**config.mk**
```make
export PLATFORM = sky130hd
export DESIGN_NAME = nexys_starship_monsters
export DESIGN_NICKNAME = d
export VERILOG_FILES = /design/src/rtl/nexys_starship_pkg.sv /design/src/rtl/nexys_starship_station.sv /design/src/rtl/nexys_starship_monsters.sv
export SDC_FILE = /design/constraint.sdc
export NUM_CORES = 1
export LEC_CHECK = 0
export ABC_AREA = 1
export BUFFER_PORTS_ARGS = -buffer_cell sky130_fd_sc_hd__buf_2
export CAP_MARGIN = 0
export CORE_MARGIN = 10
export CORE_UTILIZATION = 55
export CTS_BUF_LIST = sky130_fd_sc_hd__clkbuf_8
export DETAILED_ROUTE_END_ITERATION = 10
export GPL_ROUTABILITY_DRIVEN = 0
export GPL_TIMING_DRIVEN = 0
export HOLD_SLACK_MARGIN = 0.08
export PLACE_DENSITY_LB_ADDON = 0.1
export SYNTH_ARGS = -nofsm -noshare
export SYNTH_HDL_FRONTEND = slang
export SYNTH_SLANG_ARGS = --single-unit
```
**constraint.sdc**
```tcl
create_clock -name Clk -period 4.5 [get_ports Clk]
set_input_delay 0.9 -clock Clk [delete_from_list [all_inputs] [get_ports Clk]]
set_output_delay 0.9 -clock Clk [all_outputs]
set_load 0.02 [all_outputs]
```
**src/rtl/nexys_starship_pkg.sv**
```systemverilog
// Shared encodings for the Nexys Starship monster controller: global game
// states, per-station occupancy and the spawn LFSR polynomial.
package nexys_starship_pkg;

   typedef enum logic [2:0] {
      INIT = 3'b001,
      PLAY = 3'b010,
      OVER = 3'b100
   } game_state_t;

   typedef enum logic {
      EMPTY = 1'b0,
      FULL  = 1'b1
   } station_state_t;

   localparam int                LFSR_W    = 16;
   localparam logic [LFSR_W-1:0] LFSR_TAPS = 16'hB400;

   // Right-shifting Galois step; the shifted-out bit folds the taps back in.
   function automatic logic [LFSR_W-1:0] lfsr_step(input logic [LFSR_W-1:0] v);
      return {1'b0, v[LFSR_W-1:1]} ^ (v[0] ? LFSR_TAPS : '0);
   endfunction

endpackage

```
**src/rtl/nexys_starship_station.sv**
```systemverilog
// One monster station: EMPTY/FULL occupancy plus its shoot-timeout timer.
// A shot on a FULL station always beats both expiry and a same-cycle spawn.
module nexys_starship_station
   import nexys_starship_pkg::*;
#(
   parameter int TIMEOUT = 200_000_000,
   parameter int TIMER_W = 28
) (
   input  logic Clk,
   input  logic Reset,
   input  logic clear,
   input  logic spawn,
   input  logic shot,
   input  logic run,
   input  logic freeze,
   output logic full,
   output logic expire
);

   station_state_t     st, st_n;
   logic [TIMER_W-1:0] timer, timer_n;
   logic               act;

   assign act    = run & ~freeze;
   assign full   = (st == FULL);
   assign expire = act & full & (timer == '0) & ~shot;

   always_comb begin
      st_n    = st;
      timer_n = timer;
      if (clear) begin
         st_n    = EMPTY;
         timer_n = '0;
      end else if (act) begin
         if (st == FULL) begin
            if (shot) begin
               st_n    = EMPTY;
               timer_n = '0;
            end else if (timer != '0) begin
               timer_n = timer - 1'b1;
            end
         end else if (spawn) begin
            st_n    = FULL;
            timer_n = TIMER_W'(TIMEOUT - 1);
         end
      end
   end

   always_ff @(posedge Clk) begin
      if (!Reset) begin
         st    <= EMPTY;
         timer <= '0;
      end else begin
         st    <= st_n;
         timer <= timer_n;
      end
   end

endmodule

```
**src/rtl/nexys_starship_monsters.sv**
```systemverilog
// Monster controller top: global INIT/PLAY/OVER FSM, LFSR-driven spawner,
// saturating kill score and an array of independent station timers.
module nexys_starship_monsters
   import nexys_starship_pkg::*;
#(
   parameter int              NUM_STATIONS = 4,
   parameter int              TIMEOUT      = 200_000_000,
   parameter int              TIMER_W      = 28,
   parameter int              SPAWN_PERIOD = 100_000_000,
   parameter int              SCORE_W      = 8,
   parameter logic [LFSR_W-1:0] SEED       = 16'hACE1
) (
   input  logic                    Clk,
   input  logic                    Reset,
   input  logic                    play,
   input  logic [NUM_STATIONS-1:0] shot,
   output logic                    q_Init,
   output logic                    q_Play,
   output logic                    q_Over,
   output logic [NUM_STATIONS-1:0] monster,
   output logic                    game_over,
   output logic [SCORE_W-1:0]      score
);

   localparam int IDX_W = (NUM_STATIONS > 1) ? $clog2(NUM_STATIONS) : 1;
   localparam int CNT_W = $clog2(SPAWN_PERIOD);
   localparam int SUM_W = SCORE_W + 5;

   game_state_t             state, state_n;
   logic                    start;
   logic [CNT_W-1:0]        spawn_cnt;
   logic                    tick;
   logic [LFSR_W-1:0]       lfsr;
   logic [IDX_W-1:0]        idx;
   logic [NUM_STATIONS-1:0] spawn_vec;
   logic [NUM_STATIONS-1:0] expire;
   logic [4:0]              kills;
   logic [SUM_W-1:0]        score_sum;
   logic [SCORE_W-1:0]      score_n;

   assign q_Init    = state[0];
   assign q_Play    = state[1];
   assign q_Over    = state[2];
   assign game_over = q_Over;

   always_comb begin
      state_n = state;
      start   = 1'b0;
      case (state)
         INIT: if (play) begin
            state_n = PLAY;
            start   = 1'b1;
         end
         PLAY: if (|expire) state_n = OVER;
         OVER: if (play) state_n = INIT;
         default: state_n = INIT;
      endcase
   end

   always_ff @(posedge Clk) begin
      if (!Reset) state <= INIT;
      else        state <= state_n;
   end

   assign tick = q_Play && (spawn_cnt == CNT_W'(SPAWN_PERIOD - 1));

   always_ff @(posedge Clk) begin
      if (!Reset)      spawn_cnt <= '0;
      else if (start)  spawn_cnt <= '0;
      else if (q_Play) spawn_cnt <= tick ? '0 : spawn_cnt + 1'b1;
   end

   // Free-running so the candidate index depends on when the player starts.
   always_ff @(posedge Clk) begin
      if (!Reset) lfsr <= SEED;
      else        lfsr <= lfsr_step(lfsr);
   end

   assign idx = (NUM_STATIONS > 1) ? lfsr[IDX_W-1:0] : '0;

   // Out-of-range indices match nothing, so such ticks are simply lost.
   always_comb begin
      spawn_vec = '0;
      for (int i = 0; i < NUM_STATIONS; i++)
         spawn_vec[i] = tick && (idx == IDX_W'(i));
   end

   for (genvar i = 0; i < NUM_STATIONS; i++) begin : g_st
      nexys_starship_station #(
         .TIMEOUT (TIMEOUT),
         .TIMER_W (TIMER_W)
      ) u_station (
         .Clk    (Clk),
         .Reset  (Reset),
         .clear  (start),
         .spawn  (spawn_vec[i]),
         .shot   (shot[i]),
         .run    (q_Play),
         .freeze (q_Over),
         .full   (monster[i]),
         .expire (expire[i])
      );
   end

   always_comb begin
      kills = '0;
      for (int i = 0; i < NUM_STATIONS; i++)
         kills = kills + 5'(shot[i] & monster[i]);
   end

   assign score_sum = SUM_W'(score) + SUM_W'(kills);
   assign score_n   = (score_sum > SUM_W'({SCORE_W{1'b1}})) ? '1 : score_sum[SCORE_W-1:0];

   always_ff @(posedge Clk) begin
      if (!Reset)      score <= '0;
      else if (start)  score <= '0;
      else if (q_Play) score <= score_n;
   end

endmodule

```
==> results.txt <==
The run finished with clean final reports. Using the TritonRoute via totals, the vias-per-cell ratio works out to 5.49. The number of buffers added by the clock tree synthesis step is 17. The total negative slack came out at 0 ns. STA classifies the critical path startpoint as a primary input.

IR analysis of the VDD net gives a maximum drop of 0.000184 V. Power comes to 2.86 mW. The number of hold buffers added after cts is 0. The total global-route track usage came out at 21.7%. The share of Yosys cell area claimed by the top area cell type is 33.5%.

The most prevalent standard cell on the critical path is sky130_fd_sc_hd__nand2_1. The clock latency on the worst-skew pair came out at between 0.4 and 0.5 ns. After synthesis the cells add up to 10200 sq um. In this run the worst hold path is classified as register to register.

The tree is rooted in a sky130_fd_sc_hd__clkbuf_8. The actual slew at the worst max-slew pin came out at 0.714 ns. The worst setup slack before clock tree synthesis is 0.227 ns.

The initial antenna violation count came out at 0. In the final layout, the multi-input gates occupy between 5000 and 6000 sq um. The count of cell types in the netlist came out at 50. The sequential cell area came out at around 3400 sq um. The category of the critical setup timing path is primary input to register.

Across all register-to-register paths, the minimum setup slack is 1.30 ns. The number of violations of the max-capacitance limit came out at 0. Counting cells, the worst reg-to-reg path comes to 14. The number of buffers inserted by port buffering is 21.

The post-synthesis register bit count came out at 170. The number of inserted diodes is 0. The largest stage delay on the critical path came out at ~0.54 ns.

The detailed router finished its first iteration with 782 violations. Among all flip-flop cells after synthesis, the most frequent one is sky130_fd_sc_hd__dfxtp_1. In this run the deepest clock path goes through 2 buffers. By area the synthesized netlist is led by sky130_fd_sc_hd__dfxtp_1, sky130_fd_sc_hd__nor2_1, sky130_fd_sc_hd__nand2_1. The sequential fraction of the synthesis area is 33.5%.

The placed cell count is 1849. The final core utilization came out at 60.3%. The clock period minus worst slack is 3.85 ns.

Once the floorplan was initialized, standard cells occupied between 50% and 60% of the core. The growth of design area from synthesis to finish is 7.27%. The hold violation count in the final report was 0.

The floorplan step defined a core boundary enclosing 18100 sq um. Dividing the synthesized area by the synthesized cell count gives 6.36 sq um. The sink count of the clock tree came out at 170.

The number of buffers inserted by post-CTS setup repair is 0. For this run, the number of Yosys warnings is 0. The net count reported at finish is 1655.

The final max-slew violation count was 0. The fraction of final layout cells sized beyond drive strength 1 is 8.13%. In this run, synthesis inferred 0 flip-flops with an integrated enable.

The instance count of the mapped netlist came out at 1599. The type of element capturing the critical path is a register. The number of cells on the worst hold path came out at 2.

The H-tree generated during clock tree synthesis spans 4 levels. The final number of setup-violating endpoints is 0. From left edge to right edge, the die measures about 160 um.

The final period utilization came out at a little under nine tenths. The largest area contributor in the netlist is sky130_fd_sc_hd__dfxtp_1. The number of global-route vias before repair came out at 9312. The count of cells in the finished layout, fillers not included, comes to 1878. The clock tree skew after final layout is 0.0153 ns. The routed via count is 10300. Timing would allow up to between 200 and 300 MHz. The final layout contains routed wiring with a total length of 26500 um. The number of cell rows came out at 49. The final antenna-violating net count came out at 0.

Summed over all cells, the static leakage comes to 5.20 nW. The number of remaining DRC errors is 0. Among all stages on the critical path, the largest delay is contributed by sky130_fd_sc_hd__clkbuf_1. Setup repair after global routing left no endpoint under its margin. The detailed-router iteration count before antenna repair came out at 5.

Summed over all layers, the global routing overflow is 0. The signal on the critical path passes through clkbuf_1, clkbuf_1, nand2_1, fa_1, fa_1, inv_1, fa_1, nand2_1, nor3_1, nand2_1, nor2_1, nand2_1, inv_1, o21ai_0, inv_1. The height of the die is between 150 and 200 um. The first global-routing pass estimated 44500 um of wire. The detailed placement HPWL came out at 19500 um. The synthesized net count came out at between 1500 and 2000. The fraction of synthesis flops using an asynchronous set or reset pin is 0%. The count of instances resized after the clock tree is built came out at 0. The detailed-route wire length per cell is 14.1 um. The top-level port count came out at 23. Power spread over the standard cell area amounts to around 260 nW/um^2. The maximum number of pins on one net before global-route repair is 17. The clock tree from TritonCTS is yes.

The largest fanout on the critical path is 10. The worst pin sits at a relative slew slack of 52.4%. The floorplan step defined a die boundary enclosing 24300 sq um.

Clock-pin slew was measured on the worst setup and hold paths at around 0.080 ns. Data on the critical path arrives at its endpoint at around 4.3 ns. The critical path data required time came out at 4.91 ns. The worst path setup slack after routing is 0.651 ns. The total of fill cells in the finished design is 1802.
-- path summary, 6_finish.rpt --
path | from | endpoint
max | shot[0] | score[5]
min | lfsr[9] | lfsr[8]
max reg2reg | g_st[2].u_station.full | score[5]
min reg2reg | lfsr[9] | lfsr[8]
-- cells in the final DEF, fill, tap and decap left out, drive strengths merged --
master,count
nand4,33
nand3,143
xor2,15
o21ai,115
a21oi,144
a211oi,2
clkinv,10
nor2,329
buf,54
or2,11
a31o,2
and2,2
o21bai,11
nor4,11
a221oi,2
a21o,5
and3,1
o21a,4
o31ai,1
nand3b,4
inv,169
ha,6
dfxtp,170
a31oi,13
xnor2,6
fa,3
clkbuf,39
clkinvlp,3
bufinv,2
nand2,308
nor3,31
-- per-layer routing --
metal	global-route usage [%]	routed length, um	vias up
met1	29.3	12700	4732
met2	35.2	12100	255
met3	3.61	1420	21
li1	-	-	5311
met4	5.85	299	0
met5	0	0	-
-- power breakdown --
part / switching, mW / internal, mW / leakage (nW)
sequential: 0.0177 / 1.52 / 1.37
clock: 0.548 / 0.472 / 0.183
combinational: 0.222 / 0.0803 / 3.64
-- critical path: cells and delay by family --
| kind | cells | cell delay [ns] |
|---|---|---|
| and+or+nand+nor | 6 | 0.94 |
| AOI/OAI and AO/OA | 1 | 0.10 |
| adders and majority gates | 3 | 1.20 |
| buffers and inverters | 5 | 1.11 |
-- state kept, by name, summed over array words and instances (netlist names) --
| register | count |
|---|---|
| score | 8 |
| spawn_cnt | 27 |
| state | 3 |
| g_st.u_station.full | 4 |
| lfsr | 16 |
| g_st.u_station.timer | 112 |
-- synthesized netlist by cell type, types with 3 or more instances --
cell / count
sky130_fd_sc_hd__inv_2: 5
sky130_fd_sc_hd__nand2_1: 300
sky130_fd_sc_hd__inv_1: 160
sky130_fd_sc_hd__xnor2_1: 6
sky130_fd_sc_hd__fa_1: 3
sky130_fd_sc_hd__buf_2: 11
sky130_fd_sc_hd__a21oi_1: 138
sky130_fd_sc_hd__clkinv_1: 6
sky130_fd_sc_hd__dfxtp_1: 170
sky130_fd_sc_hd__clkbuf_1: 21
sky130_fd_sc_hd__nor2_1: 316
sky130_fd_sc_hd__buf_4: 8
sky130_fd_sc_hd__nand3b_1: 4
sky130_fd_sc_hd__nor2_4: 6
sky130_fd_sc_hd__o21ai_0: 113
sky130_fd_sc_hd__xor2_1: 15
sky130_fd_sc_hd__a21o_1: 5
sky130_fd_sc_hd__o21a_1: 4
sky130_fd_sc_hd__a21oi_2: 6
sky130_fd_sc_hd__buf_1: 3
sky130_fd_sc_hd__or2_2: 11
sky130_fd_sc_hd__nand4_1: 31
sky130_fd_sc_hd__ha_1: 6
sky130_fd_sc_hd__nand2_2: 6
sky130_fd_sc_hd__a31oi_1: 13
sky130_fd_sc_hd__nor4_1: 10
sky130_fd_sc_hd__nor2_2: 5
sky130_fd_sc_hd__buf_6: 10
sky130_fd_sc_hd__o21bai_1: 11
sky130_fd_sc_hd__nor3_1: 30
sky130_fd_sc_hd__nand3_1: 138
sky130_fd_sc_hd__nand3_2: 3
-- cell families (layout without fill, tap and decap cells) --
| family | after synthesis | count (layout) | share of synthesized area, % |
|---|---|---|---|
| simple gates | 873 | 873 | 37.8 |
| fa+ha+maj | 9 | 9 | 1.33 |
| compound gates | 299 | 299 | 15.9 |
| flops | 170 | 170 | 33.5 |
| buf+inv | 227 | 277 | 9.70 |
| xor+xnor | 21 | 21 | 1.81 |
-- metrics by stage --
step	instance area, sq um	hold slack [ns]
after floorplan	10200	0.390
after global placement	10600	0.392
after detailed placement	10600	0.402
after CTS	10900	0.414
after global routing	10900	0.436
final	10900	0.418
-- area by class of cell --
type / count / share of cell area [%]
multi-input cells: 1202 / 53.0
inverters: 172 / 5.94
flip-flops and latches: 170 / 31.2
clock buffers: 17 / 2.15
clock inverters: 12 / 1.04
plain buffers: 55 / 3.10
repair buffers: 21 / 0.964
well taps: 229 / 2.63
(Power assumes the default switching activity.)
